**src/rtl/ierl78_ice_pkg.sv**
```systemverilog
// ierl78_ice_pkg: shared ICE bus constants and arbiter FSM state type
package ierl78_ice_pkg;
  localparam int ICEDOP_W = 32;
  localparam int MAX_NREQ = 8;
  typedef enum logic {ST_IDLE, ST_HOLD} state_t;
endpackage

```
**src/rtl/ierl78_icedop_arb_if.sv**
```systemverilog
// ierl78_icedop_arb_if: requester/host side of the ICEDOP arbiter
interface ierl78_icedop_arb_if
  import ierl78_ice_pkg::*;
#(
  parameter int NREQ = 2,
  parameter int DW   = ICEDOP_W
);
  logic [NREQ-1:0]    req;
  logic [NREQ*DW-1:0] din;
  logic [NREQ-1:0]    gnt;
  logic [DW-1:0]      icedop;
  logic               dopvld;
  logic [2:0]         dopsrc;
  logic               dopack;
  logic               toerr;
  logic               busy;
  modport master (output req, din, dopack, input gnt, icedop, dopvld, dopsrc, toerr, busy);
  modport slave  (input req, din, dopack, output gnt, icedop, dopvld, dopsrc, toerr, busy);
endinterface

```
**src/rtl/ierl78_icedop_arb_rr_pick.sv**
```systemverilog
// ierl78_rr_pick: round-robin winner search upward from ptr, wrapping mod N
module ierl78_rr_pick #(
  parameter int N  = 2,
  parameter int PW = $clog2(N)
) (
  input  logic [N-1:0]  req,
  input  logic [PW-1:0] ptr,
  output logic [N-1:0]  hot,
  output logic [PW-1:0] idx,
  output logic          any
);
  always_comb begin
    idx = '0;
    for (int k = N - 1; k >= 0; k--)
      if (req[(int'(ptr) + k) % N]) idx = PW'((int'(ptr) + k) % N);
    any = |req;
    hot = any ? N'(1) << idx : '0;
  end
endmodule

```
**src/rtl/ierl78_icedop_arb.sv**
```systemverilog
// ierl78_icedop_arb: round-robin arbiter and holding register for the ICEDOP read-out bus
module ierl78_icedop_arb
  import ierl78_ice_pkg::*;
#(
  parameter int NREQ     = 2,
  parameter int DW       = ICEDOP_W,
  parameter int TOUT_CYC = 255,
  parameter int TW       = 8
) (
  input logic clk,
  input logic resetb,
  ierl78_icedop_arb_if.slave bus
);
  localparam int PW = $clog2(NREQ);
  localparam logic [TW-1:0] TLAST = TW'(TOUT_CYC == 0 ? 0 : TOUT_CYC - 1);
  state_t          st, st_nxt;
  logic [PW-1:0]   ptr, src, idx;
  logic [NREQ-1:0] hot, gnt;
  logic            any, ack_rel, to_rel, toerr, take;
  logic [DW-1:0]   data;
  logic [TW-1:0]   cnt;
  ierl78_rr_pick #(.N(NREQ)) u_pick (.req(bus.req), .ptr, .hot, .idx, .any);
  always_comb begin
    take    = st == ST_IDLE && any;
    ack_rel = st == ST_HOLD && bus.dopack;
    to_rel  = st == ST_HOLD && !bus.dopack && TOUT_CYC != 0 && cnt == TLAST;
    st_nxt  = st == ST_IDLE ? (any ? ST_HOLD : ST_IDLE) : (ack_rel || to_rel ? ST_IDLE : ST_HOLD);
  end
  always_ff @(posedge clk or negedge resetb)
    if (!resetb) st <= ST_IDLE;
    else st <= st_nxt;
  // data/src are cleared on release so the bus stays OR-compatible while idle
  always_ff @(posedge clk or negedge resetb)
    if (!resetb) begin
      ptr   <= '0;
      src   <= '0;
      data  <= '0;
      cnt   <= '0;
      gnt   <= '0;
      toerr <= 1'b0;
    end else begin
      gnt   <= take ? hot : '0;
      toerr <= to_rel;
      if (take) begin
        data <= bus.din[idx*DW +: DW];
        src  <= idx;
        ptr  <= idx == PW'(NREQ - 1) ? '0 : idx + 1'b1;
        cnt  <= '0;
      end else if (ack_rel || to_rel) begin
        data <= '0;
        src  <= '0;
      end else if (st == ST_HOLD) cnt <= cnt + 1'b1;
    end
  assign bus.gnt    = gnt;
  assign bus.icedop = data;
  assign bus.dopvld = st == ST_HOLD;
  assign bus.dopsrc = 3'(src);
  assign bus.toerr  = toerr;
  assign bus.busy   = st != ST_IDLE;
endmodule

```
**src/flat_wrapper.sv**
```systemverilog
// flat-port wrapper written by rule: the top's interface ports become plain ports
module ierl78_icedop_arb_flat import ierl78_ice_pkg::*;
#(
  parameter int NREQ     = 2,
  parameter int DW       = ICEDOP_W,
  parameter int TOUT_CYC = 255,
  parameter int TW       = 8
)
  (clk, resetb, bus_req, bus_din, bus_dopack, bus_gnt, bus_icedop, bus_dopvld, bus_dopsrc, bus_toerr, bus_busy);
  ierl78_icedop_arb_if #(.NREQ(NREQ), .DW(DW)) bus_i ();
  input logic clk;
  input logic resetb;
  input wire logic [$bits(bus_i.req)-1:0] bus_req;
  input wire logic [$bits(bus_i.din)-1:0] bus_din;
  input wire logic [$bits(bus_i.dopack)-1:0] bus_dopack;
  output wire logic [$bits(bus_i.gnt)-1:0] bus_gnt;
  output wire logic [$bits(bus_i.icedop)-1:0] bus_icedop;
  output wire logic [$bits(bus_i.dopvld)-1:0] bus_dopvld;
  output wire logic [$bits(bus_i.dopsrc)-1:0] bus_dopsrc;
  output wire logic [$bits(bus_i.toerr)-1:0] bus_toerr;
  output wire logic [$bits(bus_i.busy)-1:0] bus_busy;
  assign bus_i.req = bus_req;
  assign bus_i.din = bus_din;
  assign bus_i.dopack = bus_dopack;
  assign bus_gnt = bus_i.gnt;
  assign bus_icedop = bus_i.icedop;
  assign bus_dopvld = bus_i.dopvld;
  assign bus_dopsrc = bus_i.dopsrc;
  assign bus_toerr = bus_i.toerr;
  assign bus_busy = bus_i.busy;
  ierl78_icedop_arb #(.NREQ(NREQ), .DW(DW), .TOUT_CYC(TOUT_CYC), .TW(TW)) u_core (.clk(clk), .resetb(resetb), .bus(bus_i));
endmodule
```
**config.mk**
```make
export PLATFORM = sky130hd
export DESIGN_NAME = ierl78_icedop_arb_flat
export DESIGN_NICKNAME = d
export VERILOG_FILES = /design/src/rtl/ierl78_ice_pkg.sv /design/src/rtl/ierl78_icedop_arb_if.sv /design/src/rtl/ierl78_icedop_arb_rr_pick.sv /design/src/rtl/ierl78_icedop_arb.sv /design/src/flat_wrapper.sv
export SDC_FILE = /design/constraint.sdc
export NUM_CORES = 1
export LEC_CHECK = 0
export ABC_CLOCK_PERIOD_IN_PS = 4700
export CORE_ASPECT_RATIO = 1.1
export CORE_MARGIN = 1
export CORE_UTILIZATION = 43
export CTS_CLUSTER_SIZE = 8
export DETAILED_ROUTE_END_ITERATION = 10
export PLACE_DENSITY = 0.89
export SETUP_SLACK_MARGIN = 0.15
export SYNTH_ARGS = -nofsm -noshare
export SYNTH_HDL_FRONTEND = slang
export SYNTH_HIERARCHICAL = 1
export SYNTH_SLANG_ARGS = --single-unit
```
**constraint.sdc**
```tcl
create_clock -name clk -period 4.7 [get_ports clk]
set_input_delay 0.94 -clock clk [delete_from_list [all_inputs] [get_ports clk]]
set_output_delay 0.94 -clock clk [all_outputs]
set_load 0.1 [all_outputs]
```
# [Word level (Yosys, flattened, before mapping)]
# Index checks and enable logic that the tools add are counted.
[totals] regBits=46 in_bits=69 out_inout_bits=40 elab_cells=48
[classes] add_sub_neg=3 n_lt_le_gt_ge=2 n_eq_ne=2 shift=2 muxes=20 n_bitwise=2 reduce_logical=10
[ops] cell="$mux W32" count=2
[ops] cell="$shiftx A64 B7 Y32" count=1
[ops] cell="$mux W8" count=3
[ops] cell="$mux W1" count=13
[ops] cell="$add A8 B1 Y8 const B" count=1
[ops] cell="$eq A8 B8 Y1 const B" count=1
[ops] cell="$logic_and A1 B1 Y1" count=4
[ops] cell="$mux W2" count=2
[ops] cell="$reduce_bool A2 Y1" count=2
[ops] cell="$lt A2 B3 Y1 const B" count=1
[ops] cell="$add A1 B1 Y1 const B" count=2
[ops] cell="$lt A1 B2 Y1 const B" count=1
[ops] cell="$ne A2 B1 Y1 const B" count=1
[ops] cell="$reduce_and A2 Y1" count=1
[ops] cell="$reduce_or A2 Y1" count=1
[ops] cell="$shl A1 B1 Y2 const A" count=1
[ops] cell="$and A1 B1 Y1 const A" count=1
[ops] cell="$logic_not A1 Y1" count=1
[ops] cell="$logic_or A1 B1 Y1" count=1
[ops] cell="$not A1 Y1" count=1

# [Depth between registers and ports, before layout]
# Gate-level depths: netlist of the first run.
[logic_depth] word_depth=10 depth_mapped=7 ltp_nobuf=5

# [Modules after synthesis]
# The synthesis of the first run kept the hierarchy.
[modules_own_cells] module="ierl78_icedop_arb" instances=1 cells_per_inst=173 area_each_um2=2130.8 seq_area_each_um2=1151.1
[modules_own_cells] module="ierl78_rr_pick" instances=1 cells_per_inst=5 area_each_um2=32.5 seq_area_each_um2=0.0

# [Worst setup path before layout of the first run]
# No wires, ideal clock.
[synth_path] path_type="flip-flop to output port" from="reg u_core.st, in the netlist u_core/bus.busy" to="out bus_dopvld" arrival_ns=1.399 t_required_ns=3.760 setup_slack_ns=2.361 path_stages_with_launch=2 n_path_buf=1 cell_sequence="dfrtp_1 > buf_4"
[synth_lines] item="start: declaration" line="ierl78_icedop_arb.sv:16" text="state_t st, st_nxt;"
[synth_lines] item="start signal: assignment" line="ierl78_icedop_arb.sv:31" text="else st <= st_nxt;"
[synth_lines] item="end: declaration" line="flat_wrapper.sv:18" text="output wire logic [$bits(bus_i.dopvld)-1:0] bus_dopvld;"
# No word-level cell between the ends.

# [Final worst setup path of the first run]
[layout_path] from="reg u_core.st, in the netlist u_core/bus.busy" to="out bus_dopvld"
# No word-level cell between the ends.

==> impl_results.md, run 1 <==
- Largest family of logic cells by synthesized area: compound AO/OA/AOI/OAI gates
- First-pass GRT wire length: 8783 µm
- Initial Util: 0.4555
- Top cells by area, synth: dfrtp_1 (53%), mux2i_1 (15%), o2bb2ai_1 (13%), nand3_1 (1.4%), o21ai_0 (1.4%)
- Root buffer cell: clkbuf_8
- Top-area cell type share of the netlist area: 0.5321
- Initial DRC Count: 107
- Die area: 5319 µm²
- Drt pass-1 iters: 4
- Cts hold-fix bufs: 0
- Pwr Total: 1825 µW
- Fin crit share: 0.6115
- DRC: 0
- Pleak: 0.001389 µW
- Compound-cell area share of the yosys netlist: 0.1874
- Max Freq: roughly 350 MHz
- Final Hold Viols: 0
- RSZ-0062 raised after global routing: false
- Crit-path max cell delay: 1.18 ns
- Mux cell area share after synthesis: 0.1533
- Chip Height: between 70 and 80 µm
- Worst Path Required: 3.76 ns
- Crit-path cells: clkdlybuf4s50_1
- TritonCTS clock tree: yes
- Setup violators final: 0
- Crit path time final: roughly 2.9 ns
- Fillers: 360
- Slew margin rel.: 0.3240
- HP Class: reg2reg
- Register area: 1151 µm²
- WP data arrival: between 1.5 and 2 ns
- Total negative slack: 0 ns
- Setup CP Type: reg2out
- Core area: 4750 µm²
- Max_cap viols: 0
- CTS max path bufs: 2
- Antenna cells: 0
- Worst setup EP type: primary output
- Top_reg_cell synth: dfrtp_1
- Total number of vias: around 1800
- Setup bufs post-CTS: 0
- Status: complete, no violations
- Skew-Pair Late Insertion Delay: 0.29 ns
- Buf+Inv Stages, Crit Path: 1
- Area taken by multi-input logic gates: 924.6 µm²
- Post-Synth XOR/XNOR Area: 0.004049
- WL/cell: around 16 µm
- Final Max Tran Viols: 0
- Worst Skew: around 0.0085 ns
- Post-CTS Resized: 0
- Synth Area in Simple Gates: 0.06246
- Aggregate routed wire length: 5426 µm
- Post-synthesis cell count: about 180
- Kind of start point of the critical path: flip-flop
- Asr flop ratio synth: 1.000
- Largest net degree at the start of global routing: 47
- Sequential element share of the synthesized area: 0.5321
- Boundary Pins: 109
- Ys Warns: 6
- Final layout net count: 349
- P per Cell Area: 548.0 nW/µm²
- Syn_area_per_cell: about 12 µm²
- Non-Filler Instances: 335
- Share of layout cells above drive strength 1: 0.05735
- Flops & latches, synth: 46
- Final GP Congestion: 0.7689
- Port Buffer Count: 106
- Number of synthesized flops with an enable pin: 0
- HPWL after detailed placement: 3953 µm
- CP max stage cell: clkdlybuf4s50_1
- Global router's overall resource usage: 0.2069
- Netlist cell types: 34
- Max VDD drop: 0.3397 mV
- # placed instances: approximately 330
- Worst Max-Slew Pin Slew: 1.011 ns
- Die Wd: between 60 and 70 µm
- Synth area leader: dfrtp_1
- Vias in the first global route: 1857
- Initial antenna violation count: 0
- Worst-path clk slew: about 0.080 ns
- Via/cell ratio: 5.433
- CP delay by family, top: buffers and inverters
- Crit Path Max Fanout: 6
- Max H-tree Level: 2
- TritonCTS Buffers: 5
- Adder-cell share of the synthesized area: 0.01157
- Sinks on Clock Net: 46
- P&R area growth vs syn: 53.96%
- GR Overflow Total: 0
- Antenna viol nets, final: 0
- Syn Std Cell Area: 2163 µm²
- Synth top cells by count: dfrtp_1 (46), mux2i_1 (32), o2bb2ai_1 (32), nand3_1 (6), o21ai_0 (6)
- Most numerous cell in the Yosys netlist: dfrtp_1
- Row count: 26
## worst reg2reg max path, cell delays in order (launching register included)
cell,delay [ns]
dfrtp_1,0.44
and4_4,0.27
a41o_1,0.52
o21ai_2,0.30
buf_4,0.31
o2bb2ai_1,0.17
## worst paths after layout
check	endpoint	startpoint	cells after the start	slack, ns
max in group asynchronous	u_core/cnt[2]$_DFFE_PN0P_	resetb	1	3.27
min in group asynchronous	u_core/cnt[4]$_DFFE_PN0P_	resetb	1	0.82
min	u_core/bus.icedop[25]$_DFFE_PN0P_	u_core/bus.icedop[25]$_DFFE_PN0P_	1	0.50
min reg2reg	u_core/bus.icedop[25]$_DFFE_PN0P_	u_core/bus.icedop[25]$_DFFE_PN0P_	1	0.50
max reg2reg	u_core/bus.icedop[19]$_DFFE_PN0P_	u_core/cnt[2]$_DFFE_PN0P_	5	2.57
max	bus_dopvld	u_core/bus.busy$_DFF_PN0_	1	1.83
## cell usage in the layout, fill, tap and decap left out, drive strengths merged, types with 3 or more instances in the layout
| cell | n |
|---|---|
| a21boi | 3 |
| clkdlybuf4s50 | 105 |
| nand3 | 6 |
| mux2i | 32 |
| inv | 3 |
| buf | 4 |
| dfrtp | 46 |
| o2bb2ai | 32 |
| o21ai | 7 |
| nand2 | 4 |
| a21oi | 3 |
| clkbuf | 6 |
## flip-flops by register name, summed over array words and instances (netlist names)
register           count
u_core/bus.gnt         2
u_core/bus.toerr       1
u_core/cnt             8
u_core/ptr             1
u_core/bus.busy        1
u_core/bus.icedop     32
u_core/src             1
## cell families (layout without fill, tap and decap cells)
group,Yosys count,after routing
flops,46,46
xor+xnor,1,1
fa+ha+maj,2,2
simple gates,24,24
mux,33,33
buf+inv,20,120
other cells,1,2
compound gates,51,51
## routing by layer
layer | vias to the layer above | routed length, µm | part of all wire | track usage
li1 | 862 | - | - | -
met1 | 872 | 2272 | 0.42 | 0.2463
met2 | 73 | 2661 | 0.49 | 0.3592
met3 | 13 | 354 | 0.065 | 0.05026
met4 | 0 | 138 | 0.025 | 0.08000
met5 | - | 0 | 0 | 0
## per-stage QoR
| step | cell area [µm²] | hold slack (ns) | util | setup slack [ns] |
|---|---|---|---|---|
| 2_1_floorplan | 2167 | 0.4673 | - | 2.361 |
| 5_1_grt | 3331 | 0.5117 | 0.7013 | 1.766 |
| 3_3_place_gp | 3236 | 0.4706 | 0.6812 | 1.809 |
| 3_5_place_dp | 3236 | 0.4733 | 0.6812 | 1.704 |
| 6_report | 3331 | 0.4956 | 0.7013 | 1.826 |
| 4_1_cts | 3331 | 0.4969 | 0.7013 | 1.819 |
## cell type report
| type | count | area share |
|---|---|---|
| Inverter | 3 | 0.003381 |
| Clock buffer | 6 | 0.02479 |
| Timing Repair Buffer | 109 | 0.3238 |
| Clock inverter | 2 | 0.003757 |
| Tap cell | 56 | 0.02104 |
| Multi-Input combinational cell | 113 | 0.2776 |
| Sequential cell | 46 | 0.3456 |
## report_power, final
part | internal, µW | leakage, µW | switching, µW
registers | 483 | 0.000599 | 63.7
logic | 264 | 0.000742 | 767
clock network | 118 | 0.0000472 | 129
total | 865 | 0.00139 | 960
Note: power is estimated with default switching activity, not from simulation.
==> run 2: changes to the inputs <==
ABC_CLOCK_PERIOD_IN_PS = 3010   (was 4700)
CORE_UTILIZATION = 40   (was 43)
PLACE_DENSITY = 0.84   (was 0.89)
clock period = 3.01 ns   (was 4.7 ns; I/O delays follow)
==> impl_results.md, run 2 (synthesized netlist as in run 1, its figures left out) <==
- Area taken by multi-input logic gates: ~920 µm²
- Post-CTS Resized: 0
- Crit Path Max Fanout: 18
- Non-Filler Instances: between 300 and 400
- Initial antenna violation count: 0
- Kind of start point of the critical path: input pin
- R2r worst-path depth: 5
- TritonCTS Buffers: 5
- Worst Max-Slew Pin Slew: between 1 and 1.5 ns
- Root buffer cell: clkbuf_8
- DRC: 0
- Setup CP Type: in2reg
- Via/cell ratio: 5.108
- Largest net degree at the start of global routing: 47
- Die area: 5707 µm²
- TritonCTS clock tree: yes
- P&R area growth vs syn: 53.61%
- Total negative slack: 0 ns
- P per Cell Area: 894.7 nW/µm²
- Max Freq: between 400 and 500 MHz
- Worst Path Required: 3.23 ns
- HPWL after detailed placement: roughly 3600 µm
- Chip Height: about 80 µm
- CTS max path bufs: 2
- Total number of vias: 1798
- Antenna cells: 0
- Boundary Pins: 109
- Crit path time final: roughly 2 ns
- Max H-tree Level: 2
- Final Hold Viols: 0
- Drt pass-1 iters: 4
- Cts hold-fix bufs: 0
- Core area: 5101 µm²
- Aggregate routed wire length: roughly 5100 µm
- Final Max Tran Viols: 0
- Final layout net count: 350
- Pre-CTS setup slack: 0.7064 ns
- HP Class: in2async
- Register area: roughly 1200 µm²
- Worst Skew: approximately 0.0055 ns
- Fillers: 422
- Number of flip-flops under the largest register name: 32
- First-pass GRT wire length: 8252 µm
- Worst-path clk slew: 0.08 ns
- Setup bufs post-CTS: 0
- Pwr Total: 2973 µW
- Status: complete, no violations
- Vias in the first global route: ~1800
- Final WS setup: 1.010 ns
- Most common library cell in the layout ignoring fill and taps: clkdlybuf4s50_1
- Initial DRC Count: 61
- Setup violators final: 0
- WL/cell: 14.44 µm
- RSZ-0062 raised after global routing: false
- Max_cap viols: 0
- Initial Util: 0.4241
- Global router's overall resource usage: 0.1885
- Most frequent cells in the layout: clkdlybuf4s50_1 (67), dfrtp_1 (46), buf_4 (41)
- Pleak: 0.001478 µW
- Fin crit share: 0.6646
- Share of layout cells above drive strength 1: 0.1964
- Antenna viol nets, final: 0
- Skew-Pair Late Insertion Delay: roughly 0.29 ns
- Row count: 27
- Port Buffer Count: ~110
- GR Overflow Total: 0
- # placed instances: ~340
- Final GP Congestion: 0.7694
- Max VDD drop: 0.5707 mV
- Die Wd: 72.12 µm
- Slew margin rel.: 0.3314
- Sinks on Clock Net: 46
- Worst setup EP type: flip-flop
- WP data arrival: 2.22 ns
run 2: metrics by stage:
stage          hold slack (ns)  instance area, µm²    util
6_report                0.4657                3323  0.6515
5_1_grt                 0.5112                3323  0.6515
4_1_cts                 0.5000                3323  0.6515
3_5_place_dp            0.4753                3181  0.6235
3_3_place_gp            0.4730                3181  0.6235
2_1_floorplan           0.3064                2167       -
run 2: cell type report:
type | instances | area share
sequential | 46 | 0.3464
timing repair buffer | 110 | 0.3020
multi-input combinational | 113 | 0.2782
tap | 72 | 0.02711
clock buffer | 6 | 0.02485
clock inverter | 2 | 0.01807
inverter | 3 | 0.003389
run 2: critical path, stage by stage:
cell,delay [ns]
clkdlybuf4s50_1,0.39
nand2b_1,0.16
a41o_1,0.40
or4_1,0.52
a21oi_1,0.15
run 2: path summary, 6_finish.rpt:
kind / startpoint / end / slack, ns
worst max-delay path: bus_dopack / u_core/cnt[5]$_DFFE_PN0P_ / 1.01
worst min-delay path: resetb / u_core/bus.toerr$_DFF_PN0_ / 0.47
worst max register to register: u_core/cnt[2]$_DFFE_PN0P_ / u_core/src$_DFFE_PN0P_ / 1.11
worst min register to register: u_core/bus.icedop[14]$_DFFE_PN0P_ / u_core/bus.icedop[14]$_DFFE_PN0P_ / 0.50
max in group asynchronous: resetb / u_core/cnt[3]$_DFFE_PN0P_ / 1.92
min in group clk: u_core/bus.icedop[14]$_DFFE_PN0P_ / u_core/bus.icedop[14]$_DFFE_PN0P_ / 0.50
run 2: where the power goes:
group	internal, µW	switching (µW)
sequential	754	97.9
combinational	376	1190
clock	354	198
run 2: routing by layer:
layer	vias to the layer above	track usage	wire (µm)
li1	866	-	-
met1	849	0.2239	2191
met2	74	0.3178	2438
met3	9	0.05964	343
met4	0	0.06863	110
met5	-	0	0
